File: config.mk
export PLATFORM = sky130hd
export DESIGN_NAME = bit_serializer
export DESIGN_NICKNAME = d
export VERILOG_FILES = /design/src/rtl/bit_serializer.sv
export SDC_FILE = /design/constraint.sdc
export NUM_CORES = 1
export LEC_CHECK = 0
export BUFFER_PORTS_ARGS = -buffer_cell sky130_fd_sc_hd__buf_2
export CAP_MARGIN = 5
export CORE_UTILIZATION = 53
export CTS_BUF_LIST = sky130_fd_sc_hd__clkbuf_8 sky130_fd_sc_hd__clkbuf_16
export DETAILED_ROUTE_END_ITERATION = 10
export GPL_ROUTABILITY_DRIVEN = 0
export PLACE_DENSITY_LB_ADDON = 0.05
export SLEW_MARGIN = 20
export SYNTH_ARGS = -nofsm -noshare
export SYNTH_HDL_FRONTEND = slang
export SYNTH_SLANG_ARGS = --single-unit
File: constraint.sdc
create_clock -name clk -period 1.99 [get_ports clk]
set_clock_uncertainty 0.15 [all_clocks]
set_input_delay 0.2985 -clock clk [delete_from_list [all_inputs] [get_ports clk]]
set_output_delay 0.2985 -clock clk [all_outputs]
set_load 0.05 [all_outputs]
File: src/rtl/bit_serializer.sv
// MSB-first parallel-to-serial converter with an optional even-parity bit and
// a forced idle gap after each frame. x is always driven from a flop.
module bit_serializer #(
  parameter int WIDTH  = 8,
  parameter int GAP    = 2,
  parameter int PARITY = 0
) (
  input  logic             clk,
  input  logic             reset,
  input  logic [WIDTH-1:0] data_in,
  input  logic             valid_in,
  output logic             ready_out,
  output logic             x,
  output logic             busy,
  output logic             frame_done
);

  localparam int L  = WIDTH + ((PARITY != 0) ? 1 : 0);
  localparam int CW = $clog2(L + 1);
  localparam int GW = (GAP > 0) ? $clog2(GAP + 1) : 1;

  localparam logic [CW-1:0] L_C = CW'(L);
  localparam logic [CW-1:0] W_C = CW'(WIDTH);
  localparam logic [GW-1:0] G_C = GW'(GAP);

  typedef enum logic [1:0] {
    S_IDLE  = 2'b00,
    S_SHIFT = 2'b01,
    S_GAP   = 2'b10
  } state_t;

  state_t           r_state, w_state_next;
  logic [WIDTH-1:0] r_sr, w_sr_next;
  logic             r_par, w_par_next;
  logic [CW-1:0]    r_cnt, w_cnt_next;
  logic [GW-1:0]    r_gcnt, w_gcnt_next;
  logic             r_x, w_x_next;

  always_ff @(posedge clk or posedge reset) begin
    if (reset) begin
      r_state <= S_IDLE;
      r_sr    <= '0;
      r_par   <= 1'b0;
      r_cnt   <= '0;
      r_gcnt  <= '0;
      r_x     <= 1'b0;
    end else begin
      r_state <= w_state_next;
      r_sr    <= w_sr_next;
      r_par   <= w_par_next;
      r_cnt   <= w_cnt_next;
      r_gcnt  <= w_gcnt_next;
      r_x     <= w_x_next;
    end
  end

  // r_cnt holds the 1-based index of the bit currently on x.
  always_comb begin
    w_state_next = r_state;
    w_sr_next    = r_sr;
    w_par_next   = r_par;
    w_cnt_next   = r_cnt;
    w_gcnt_next  = r_gcnt;
    w_x_next     = 1'b0;
    case (r_state)
      S_IDLE: begin
        if (valid_in) begin
          w_state_next = S_SHIFT;
          w_sr_next    = data_in;
          w_par_next   = ^data_in;
          w_cnt_next   = CW'(1);
          w_x_next     = data_in[WIDTH-1];
        end
      end
      S_SHIFT: begin
        if (r_cnt >= L_C) begin
          w_cnt_next = '0;
          w_sr_next  = '0;
          w_par_next = 1'b0;
          if (GAP > 0) begin
            w_state_next = S_GAP;
            w_gcnt_next  = GW'(1);
          end else begin
            w_state_next = S_IDLE;
          end
        end else begin
          w_cnt_next = r_cnt + CW'(1);
          w_sr_next  = r_sr << 1;
          // Past the last data bit only the parity bit remains.
          w_x_next   = (r_cnt < W_C) ? w_sr_next[WIDTH-1] : r_par;
        end
      end
      S_GAP: begin
        if (r_gcnt >= G_C) begin
          w_state_next = S_IDLE;
          w_gcnt_next  = '0;
        end else begin
          w_gcnt_next = r_gcnt + GW'(1);
        end
      end
      default: begin
        w_state_next = S_IDLE;
        w_sr_next    = '0;
        w_par_next   = 1'b0;
        w_cnt_next   = '0;
        w_gcnt_next  = '0;
      end
    endcase
  end

  assign x          = r_x;
  assign busy       = (r_state == S_SHIFT) || (r_state == S_GAP);
  assign frame_done = (r_state == S_SHIFT) && (r_cnt == L_C);
  assign ready_out  = (r_state == S_IDLE) && !reset;

endmodule

# Yosys cells after proc, flatten, opt, wreduce, memory -nomap -nowiden

Cells that the tools add are included.

Bits in registers: 17
Latch bits: 0
RAM bits: 0
Bits in read-only memories: 0
Bits of input ports: 11
Word-level logic and storage cells: 49
Memories kept: 0

Add/sub/neg operators: 2
$mul: 0
Div/mod/pow operators: 0
Magnitude comparators: 3
Equality and inequality tests: 6
Shifts and indexed selects: 0
Mux-type cells: 20
Bitwise logic cells: 2
Reductions and logical operators: 10

Operators with widths:

| kind                                                      | count |
|---|---|
| one-hot mux 7 bit (3 select lines)                        | 1 |
| two-way mux 7 bit                                         | 2 |
| one-hot mux 2 bit (3 select lines)                        | 2 |
| one-hot mux 4 bit (3 select lines)                        | 1 |
| two-way mux 2 bit                                         | 5 |
| two-way mux 4 bit                                         | 2 |
| XOR reduction 8 bit                                       | 1 |
| != test 2 bit (second input constant)                     | 3 |
| AND reduction 3 bit                                       | 2 |
| two-way mux 1 bit                                         | 5 |
| adder 4 x 1 -> 4 bit (second input constant)              | 1 |
| equality test 4 bit (second input constant)               | 1 |
| greater-or-equal comparator 4 bit (second input constant) | 1 |
| less-than comparator 4 bit (second input constant)        | 1 |
| AND reduction 2 bit                                       | 2 |
| one-hot mux 1 bit (3 select lines)                        | 1 |
| adder 2 x 1 -> 2 bit (second input constant)              | 1 |
| equality test 2 x 1 -> 1 bit (second input constant)      | 1 |
| equality test 2 bit (second input constant)               | 1 |
| greater-or-equal comparator 2 bit (second input constant) | 1 |
| logical AND 1 bit                                         | 2 |
| logical NOT 2 bit                                         | 1 |
| NOT 1 bit                                                 | 2 |
| one-hot mux 1 bit (2 select lines)                        | 1 |
| other kinds (2)                                           | 2 |

# Logic depth before layout (Yosys ltp)

Gate-level depths: netlist of the first run.

Depth in word-level cells: 4
Depth in mapped cells: 8

# Worst setup path after synthesis of the first run

OpenSTA, ideal clock, no wires.

Path type: register to output
Start point: register r_state[0]
End point: output ready_out
Arrival: 1,645 ps
Data required time: 1,541 ps
Path slack: -104 ps
Cell stages (with the launch flop): 6
Path buffers: 2
Cells stage by stage: dfrtp_1 inv_1 ha_1 buf_2 buf_2 nor2b_1

Cells in the longest elaborated chain, start to end: 2

Ends and longest elaborated chain:

| what                   | RTL line | text |
|---|---|---|
| from (decl)            | 32       | `state_t r_state, w_state_next;` |
| from (signal assigned) | 48       | `r_state <= w_state_next;` |
| logical NOT 2 bit      | 114      | `assign ready_out = (r_state == S_IDLE) && !reset;` |
| logical AND 1 bit      | 114      |  |
| to (decl)              | 12       | `output logic ready_out,` |

No other way between the ends.

# Worst setup path after layout of the first run

Start point: register r_state[1]
End point: output frame_done

Cells in the longest elaborated chain, start to end: 2

Ends and longest elaborated chain:

| what                         | RTL line | text |
|---|---|---|
| equality test 2 x 1 -> 1 bit | 113      | `assign frame_done = (r_state == S_SHIFT) && (r_cnt == L_C);` |
| logical AND 1 bit            | 113      |  |
| to (decl)                    | 15       | `output logic frame_done` |

No other way between the ends.

==> results.sh, run 1 <==
export IMPL_crit_path_start_kind="register"
export IMPL_grt_overflow=0
export IMPL_fin_setup_tns_ns=0
export IMPL_clock_path_buffers=2
export IMPL_peakVddDrop_uv=834
export IMPL_crit_required_ns=1.54
export IMPL_hold_viol=16
export IMPL_crit_chain="inv_1 -> ha_1 -> and4b_1 -> clkbuf_4"
export IMPL_end_kind="output pin"
export IMPL_ctsHoldBuffers=0
export IMPL_synth_area_sq_um=856
export IMPL_rows=14
export IMPL_final_max_slew_viol_count=0
export IMPL_grt_pass1_vias=613
export IMPL_htreeDepth=1
export IMPL_hold_ws_ns=-0.0117
export IMPL_antenna_found_initial=0
export IMPL_area_growth_pct=16.1
export IMPL_layout_drive_gt1_share_pct=27.6
export IMPL_grt_pass1_wl_um=2700
export IMPL_synthesis_nets=98
export IMPL_vias_per_cell=5.82
export IMPL_first_pass_iters=4
export IMPL_synthAdderAreaFrac_pct=7.31
export IMPL_violations="negative hold slack"
export IMPL_synth_seq_cells=16
export IMPL_cts_buffers_inserted=3
export IMPL_synth_cell_type_count=25
export IMPL_vias=663
export IMPL_timing_fmax_mhz=531
export IMPL_ant_nets=0
export IMPL_synth_mux_area_share_pct=0
export IMPL_yosysSeqAreaShare_pct=46.8
export IMPL_hold_class="primary input to asynchronous set/reset pin"
export IMPL_critical_path_slowest_cell="dfrtp_1"
export IMPL_worstMarginPinSlew_ns=0.612
export IMPL_p_total_mw=1.64
export IMPL_core_sq_um=1510
export IMPL_grt_start_max_net_pins=18
export IMPL_initial_utilization_pct=56.8
export IMPL_die_y_um=42.2
export IMPL_crit_arrival_ns=1.43
export IMPL_tritoncts="built"
export IMPL_antenna_cells=0
export IMPL_syn_instance_count=82
export IMPL_drtIter0Drc=15
export IMPL_cts_root_buf="clkbuf_8"
export IMPL_route_detailed_drc=0
export IMPL_wire_per_inst_um=14.3
export IMPL_rsz0062_at_grt="false"
export IMPL_avgSynthCellArea_sq_um=10.4
export IMPL_die_area_sq_um=1780
export IMPL_met2_usage_pct=31.7
export IMPL_max_stage_delay_ns=0.40
export IMPL_drt_wl_total_um=1640
export IMPL_path_max_fanout=6
export IMPL_synth_compound_area_share_pct=24.6
export IMPL_grtUsageMet3_pct=2.59
export IMPL_status="finished, violations left"
export IMPL_synth_simple_area_share_pct=14.8
export IMPL_multiInputGateArea_sq_um=404
export IMPL_io_pins=15
export IMPL_synth_xor_area_share_pct=0
export IMPL_leakage_nw=0.486
export IMPL_io_buffers=14
export IMPL_utilization_pct=65.9
export IMPL_setup_viol=0
export IMPL_power_density_nw_per_um2=1650
export IMPL_final_common_cell="dfrtp_1"
export IMPL_final_cell_mix="dfrtp_1, a22o_1, buf_2"
export IMPL_max_slew_margin_pct=59.1
export IMPL_cts_sinks=16
export IMPL_dp_worst_setup_slack_ns=0.293
export IMPL_drv_cap=0
export IMPL_min_period_ns=1.88
export IMPL_period_share_pct=94.6
export IMPL_yosysWarnings=0
export IMPL_regArea_sq_um=400
export IMPL_nets=115
export IMPL_synth_top_family_by_area="compound AO/OA/AOI/OAI gates"
export IMPL_grt_util_met1_pct=27.8
export IMPL_layout_setup_ws_ns=0.107
export IMPL_grtUsageTotal_pct=19.9
export IMPL_crit_type="register to output pin"
export IMPL_fillerInstances=122
export IMPL_busiest_layer="met2"
export IMPL_die_x_um=42.2
export IMPL_dp_hpwl_um=1150
export IMPL_path_clk_slew_ns=0.06
export IMPL_clock_latency_ns=0.24
==> flip-flops by register name, summed over array words and instances, names as in the netlist <==
name and cells:
r_state 2, r_sr 7, r_gcnt 2, r_cnt 4
x 1
==> what timing repair did <==
action	in CTS	in global routing
gates resized for setup	0	2
setup buffers	0	0
hold endpoints to repair	0	0
endpoints found under the setup margin	0	2
==> Yosys cell counts <==
cell	n	area share, %
a211oi_1	1	0.88
a21oi_1	4	2.3
a21oi_2	1	1.0
a22o_1	13	13
a22oi_1	1	0.88
a32o_1	1	1.2
and2b_1	1	0.88
and4b_1	1	1.2
buf_2	3	1.8
buf_6	2	2.6
dfrtp_1	16	47
ha_1	5	7.3
inv_1	5	2.2
nand2_1	4	1.8
nand2b_1	2	1.5
nand2b_2	2	2.0
nand3_1	1	0.58
nand3b_1	1	0.88
nand4_1	1	0.73
nor2_1	5	2.2
nor2b_1	2	1.5
nor2b_2	1	1.0
nor3_1	1	0.58
o21ai_1	7	4.1
o31ai_1	1	0.88
==> kinds of logic (layout without fill, tap and decap cells) <==
kind of cell / count (synthesis) / after routing
AOI/OAI and AO/OA: 29 / 29
adders and majority gates: 5 / 5
buffers and inverters: 10 / 26
DFF: 16 / 16
and+or+nand+nor: 22 / 22
==> where the power goes <==
part           switching, mW  internal [mW]
Clock                  0.105          0.175
Combinational          0.525          0.328
Sequential            0.0687          0.439
Total                  0.699          0.943
==> worst max-delay path, delay by kind of cell, from the launching register on <==
kind	cells	cell delay (ns)
adders and majority gates	1	0.26
DFF	1	0.40
buffers and inverters	2	0.31
and+or+nand+nor	1	0.22
==> path summary, 6_finish.rpt <==
check,from,end,slack (ns),cells past startpoint
worst max-delay path,r_state[1],frame_done,0.11,4
worst max register to register,r_state[1],r_sr[2],0.28,6
max in group asynchronous,reset,r_state[0],1.31,2
worst min register to register,r_gcnt[1],r_gcnt[1],0.34,2
worst min-delay path,reset,r_sr[3],-0.01,2
min in group clk,data_in[0],r_sr[0],0.12,2
==> metal layers <==
layer	routed length, um	vias up
met2	782	10
met4	8	0
met1	792	324
met3	53	2
met5	0	-
li1	-	327
==> final cells by class <==
class / count / share of cell area, %
flip-flops and latches: 16 / 40.3
multi-input cells: 56 / 40.7
inverters: 5 / 1.89
clock buffers: 4 / 5.54
well taps: 16 / 2.02
repair buffers: 17 / 9.57
==> through the flow <==
step	instance area, sq um	cells
2_1_floorplan	858	82
3_3_place_gp	933	110
3_5_place_dp	933	110
4_1_cts	988	114
5_1_grt	993	114
6_report	993	114
Note: power is estimated with default switching activity, not from simulation.
==> run 2, diff against run 1 <==
==> constraint.sdc (replaced) <==
create_clock -name clk -period 1.99 [get_ports clk]
set_clock_uncertainty 0.15 [all_clocks]
set_input_delay 0.0995 -clock clk [delete_from_list [all_inputs] [get_ports clk]]
set_output_delay 0.0995 -clock clk [all_outputs]
set_load 0.05 [all_outputs]
==> run 2 against run 1 <==
Effect of this change:
- the run ends with design-rule violations left
- register-to-register slack got worse by 0.04 ns
- core utilization increased by 1.7 points
- first-iteration DRC count fell by 53%
- worst setup slack better by 0.032 ns
- sequential cell count is the same
- highest routed layer unchanged
==> results.sh, run 2 (synthesized netlist as in run 1, its figures left out) <==
export IMPL_antenna_found_initial=0
export IMPL_grt_overflow=0
export IMPL_grtUsageTotal_pct=20.7
export IMPL_first_pass_iters=8
export IMPL_layout_drive_gt1_share_pct=23.8
export IMPL_power_density_nw_per_um2=1600
export IMPL_multiInputGateArea_sq_um=399
export IMPL_final_common_cell="dfrtp_1"
export IMPL_crit_arrival_ns=1.60
export IMPL_wire_per_inst_um=13.8
export IMPL_initial_utilization_pct=56.8
export IMPL_cts_sinks=16
export IMPL_rows=14
export IMPL_cts_buffers_inserted=3
export IMPL_die_x_um=42.2
export IMPL_path_buf_inv=2
export IMPL_crit_required_ns=1.74
export IMPL_worstMarginPinSlew_ns=0.589
export IMPL_die_y_um=42.2
export IMPL_grt_pass1_wl_um=2750
export IMPL_drv_cap=0
export IMPL_regArea_sq_um=400
export IMPL_dp_hpwl_um=1170
export IMPL_critical_path_top_delay_family="adder cells"
export IMPL_timing_fmax_mhz=540
export IMPL_largest_reg_flops=7
export IMPL_cts_root_buf="clkbuf_8"
export IMPL_antenna_cells=0
export IMPL_final_cell_mix="dfrtp_1, buf_2, a22o_1"
export IMPL_final_area_sq_um=1020
export IMPL_die_area_sq_um=1780
export IMPL_route_detailed_drc=1
export IMPL_fin_setup_tns_ns=0
export IMPL_core_sq_um=1510
export IMPL_largestRegisters="r_sr (7), r_cnt (4)"
export IMPL_critical_path_slowest_cell="ha_1"
export IMPL_fillerInstances=119
export IMPL_largest_register="r_sr"
export IMPL_path_max_fanout=11
export IMPL_vias=674
export IMPL_violations="design-rule violations"
export IMPL_dp_cells=109
export IMPL_hold_class="primary input to register"
export IMPL_grt_start_max_net_pins=18
export IMPL_nets=118
export IMPL_path_clk_slew_ns=0.06
export IMPL_tritoncts="built"
export IMPL_peakVddDrop_uv=881
export IMPL_min_period_ns=1.85
export IMPL_rsz0062_at_grt="false"
export IMPL_status="finished, violations left"
export IMPL_io_buffers=14
export IMPL_max_stage_delay_ns=0.41
export IMPL_clock_latency_ns=0.25
export IMPL_crit_type="register to output pin"
export IMPL_dpl_cell_area_sq_um=923
export IMPL_clock_path_buffers=2
export IMPL_ant_nets=0
export IMPL_crit_chain="inv_1 -> ha_1 -> nor2b_1 -> buf_2"
export IMPL_leakage_nw=0.499
export IMPL_crit_path_start_kind="register"
export IMPL_period_share_pct=93.0
export IMPL_max_slew_margin_pct=60.7
export IMPL_htreeDepth=1
export IMPL_vias_per_cell=5.76
export IMPL_drt_wl_total_um=1620
export IMPL_area_growth_pct=19.0
export IMPL_grt_pass1_vias=632
export IMPL_drtIter0Drc=7
export IMPL_layoutNonFillerInstCount=117
export IMPL_hold_viol=0
export IMPL_setup_viol=0
export IMPL_end_kind="output pin"
export IMPL_io_pins=15
export IMPL_post_cts_buffers=0
export IMPL_final_max_slew_viol_count=0
run 2: power breakdown:
group	internal, mW	leakage (nW)	switching (mW)
Combinational	0.310	0.256	0.520
Sequential	0.440	0.214	0.0719
Clock	0.175	0.0288	0.109
run 2: area by class of cell:
cell class,count,share of cell area [%]
timing repair buffer,20,12.3
sequential,16,39.3
clock buffer,4,5.41
multi-input combinational,56,39.2
inverter,5,1.84
tap,16,1.97
run 2: stage by stage:
step / total power [mW] / setup WS [ns] / hold slack, ns / util [%]
final: 1.63 / 0.139 / 0.0386 / 67.6
after global routing: 1.74 / 0.0662 / 0.0425 / 67.6
after CTS: 1.64 / 0.142 / 0.0345 / 67.6
after detailed placement: 1.34 / 0.288 / 0.0571 / 61.3
after global placement: 1.33 / 0.287 / 0.0575 / 61.3
after floorplan: 1.20 / 0.0955 / -0.137 / -
run 2: routing by layer:
metal  wire [um]  up-vias  track usage [%]
met5           0        -                0
met4          25        0             9.38
met3          69        4             5.17
met2         719       16             31.1
met1         799      321             28.1
li1            -      333                -
run 2: path summary, 6_finish.rpt:
| path | from | endpoint | slack (ns) | cells past startpoint |
|---|---|---|---|---|
| setup / recovery | r_state[0] | ready_out | 0.14 | 4 |
| max in group asynchronous | reset | r_state[1] | 0.98 | 3 |
| min in group asynchronous | reset | r_sr[3] | 0.33 | 3 |
| hold / removal | data_in[5] | r_sr[5] | 0.04 | 3 |
| setup reg to reg | r_state[0] | r_sr[1] | 0.24 | 5 |
| hold reg to reg | r_gcnt[1] | r_gcnt[1] | 0.34 | 2 |
run 2: what timing repair did:
item / 4_1_cts / 5_1_grt
hold buffers: 4 / 0
hold endpoints to repair: 19 / 0
resized for setup: 0 / 0
run 2: worst register-to-register path, cell delays in order, from the launching register on:
cell     delay, ns
dfrtp_1       0.40
inv_1         0.09
ha_1          0.41
nand2_1       0.15
a21oi_2       0.30
a22o_1        0.19
==> run 3, diff against run 2 <==
- CELL_PAD_IN_SITES_DETAIL_PLACEMENT: unset -> 1
- CELL_PAD_IN_SITES_GLOBAL_PLACEMENT: unset -> 1
- CORE_UTILIZATION: 53 -> 41
- REMOVE_ABC_BUFFERS: unset -> 1
==> run 3 against run 2 <==
Effect of this change:
- the run now ends clean
- routed wire length is 15% higher
- non-clock buffer count is 2 higher
- register-to-register slack better by 0.09 ns
- clock power is 2% higher
- design area is 2.8% higher
- core utilization is 14 points lower
- first-iteration DRC count is 57% lower
- hold slack worse by 0.020 ns
- clock-buffer cell count stayed put
- critical path type unchanged
- highest routed layer unchanged
==> results.sh, run 3 (synthesized netlist as in run 1, its figures left out) <==
export IMPL_status="completed"
export IMPL_peakVddDrop_uv=735
export IMPL_antenna_found_initial=0
export IMPL_multiInputGateArea_sq_um=402
export IMPL_final_cell_mix="dfrtp_1, buf_2, a22o_1"
export IMPL_dpl_cell_area_sq_um=960
export IMPL_max_slew_margin_pct=59.0
export IMPL_die_y_um=47.7
export IMPL_nets=120
export IMPL_ant_nets=0
export IMPL_dp_hpwl_um=1330
export IMPL_worstMarginPinSlew_ns=0.615
export IMPL_largestRegisters="r_sr (7), r_cnt (4)"
export IMPL_core_sq_um=1960
export IMPL_clock_latency_ns=0.25
export IMPL_drtIter0Drc=3
export IMPL_hold_depth=3
export IMPL_crit_path_start_kind="register"
export IMPL_crit_chain="inv_1 -> ha_2 -> buf_4 -> nor2b_1 -> buf_2"
export IMPL_crit_type="register to output pin"
export IMPL_vias=673
export IMPL_max_stage_delay_ns=0.40
export IMPL_grtUsageTotal_pct=19.2
export IMPL_post_cts_buffers=0
export IMPL_io_pins=15
export IMPL_largest_reg_flops=7
export IMPL_regToRegEndpoint="r_sr[2]"
export IMPL_rrSetupSlack_ns=0.33
export IMPL_fillerInstances=229
export IMPL_reg2reg_depth=6
export IMPL_wire_per_inst_um=14.3
export IMPL_path_max_fanout=11
export IMPL_grt_pass1_vias=659
export IMPL_whs_endpoint="r_state[0]"
export IMPL_critical_path_slowest_cell="dfrtp_1"
export IMPL_period_share_pct=93.5
export IMPL_grt_overflow=0
export IMPL_antenna_cells=0
export IMPL_p_total_mw=1.69
export IMPL_grt_start_max_net_pins=17
export IMPL_hold_class="primary input to register"
export IMPL_cts_root_buf="clkbuf_8"
export IMPL_end_kind="output pin"
export IMPL_layout_drive_gt1_share_pct=27.2
export IMPL_power_density_nw_per_um2=1610
export IMPL_dp_cells=123
export IMPL_layoutNonFillerInstCount=130
export IMPL_area_growth_pct=22.4
export IMPL_fin_setup_tns_ns=0
export IMPL_largest_register="r_sr"
export IMPL_regArea_sq_um=400
export IMPL_path_clk_slew_ns=0.06
export IMPL_first_pass_iters=2
export IMPL_crit_required_ns=1.74
export IMPL_final_max_slew_viol_count=0
export IMPL_drt_wl_total_um=1860
export IMPL_cts_sinks=16
export IMPL_final_common_cell="dfrtp_1"
export IMPL_cts_buffers_inserted=3
export IMPL_setup_viol=0
export IMPL_htreeDepth=1
export IMPL_io_buffers=14
export IMPL_vias_per_cell=5.18
export IMPL_drv_cap=0
export IMPL_hold_viol=0
export IMPL_grt_pass1_wl_um=2950
export IMPL_die_area_sq_um=2270
export IMPL_min_period_ns=1.86
export IMPL_tritoncts="built"
export IMPL_initial_utilization_pct=43.6
export IMPL_rsz0062_at_grt="false"
export IMPL_hold_start="valid_in"
export IMPL_rows=16
export IMPL_hold_ws_ns=0.0184
export IMPL_die_x_um=47.7
export IMPL_crit_arrival_ns=1.61
export IMPL_leakage_nw=0.509
export IMPL_route_detailed_drc=0
export IMPL_final_area_sq_um=1050
export IMPL_timing_fmax_mhz=538
export IMPL_r2r_start="r_state[1]"
export IMPL_clock_path_buffers=2
-- run 3: power by group --
part           switching (mW)  internal, mW
Combinational           0.533         0.353
Clock                   0.114         0.176
Sequential             0.0708         0.439
-- run 3: cell type report --
class                   count  area share [%]
inverters                   5            1.79
multi-input cells          56            38.4
clock buffers               4            5.26
well taps                  27            3.23
repair buffers             22            13.1
flip-flops and latches     16            38.2
-- run 3: worst max path at each step --
stage / endpoint / start / slack [ns] / depth (start not counted)
4_1_cts: ready_out / r_state[1] / 0.11 / 5
2_1_floorplan: ready_out / r_state[0] / 0.12 / 3
5_1_grt: ready_out / r_state[0] / 0.02 / 5
6_report: ready_out / r_state[0] / 0.13 / 5
3_5_place_dp: r_sr[1] / r_state[0] / 0.26 / 5
3_3_place_gp: r_sr[3] / r_state[0] / 0.30 / 5
-- run 3: worst max-delay path: cells and delay by family (launching register included) --
| family | cells | cell delay, ns |
|---|---|---|
| adder cells (fa/ha/maj) | 1 | 0.31 |
| buffers and inverters | 3 | 0.53 |
| AND/OR/NAND/NOR | 1 | 0.11 |
| flip-flops | 1 | 0.40 |
-- run 3: timing repair --
action,CTS,global route
hold buffers,3,0
gates resized for setup,1,0
endpoints found under the hold margin,18,0
endpoints found under the setup margin,1,0
-- run 3: through the flow --
stage | setup WS, ns | util, %
after floorplan | 0.117 | -
after global placement | 0.301 | 48.9
after detailed placement | 0.258 | 48.9
after CTS | 0.113 | 53.4
after global routing | 0.0234 | 53.4
final | 0.130 | 53.4
-- run 3: layer usage --
layer	up-vias	GRT usage (%)	wire length, um
li1	335	-	-
met1	323	25.9	893
met2	11	30.8	907
met3	4	3.40	41
met4	0	6.67	17
met5	-	0	0
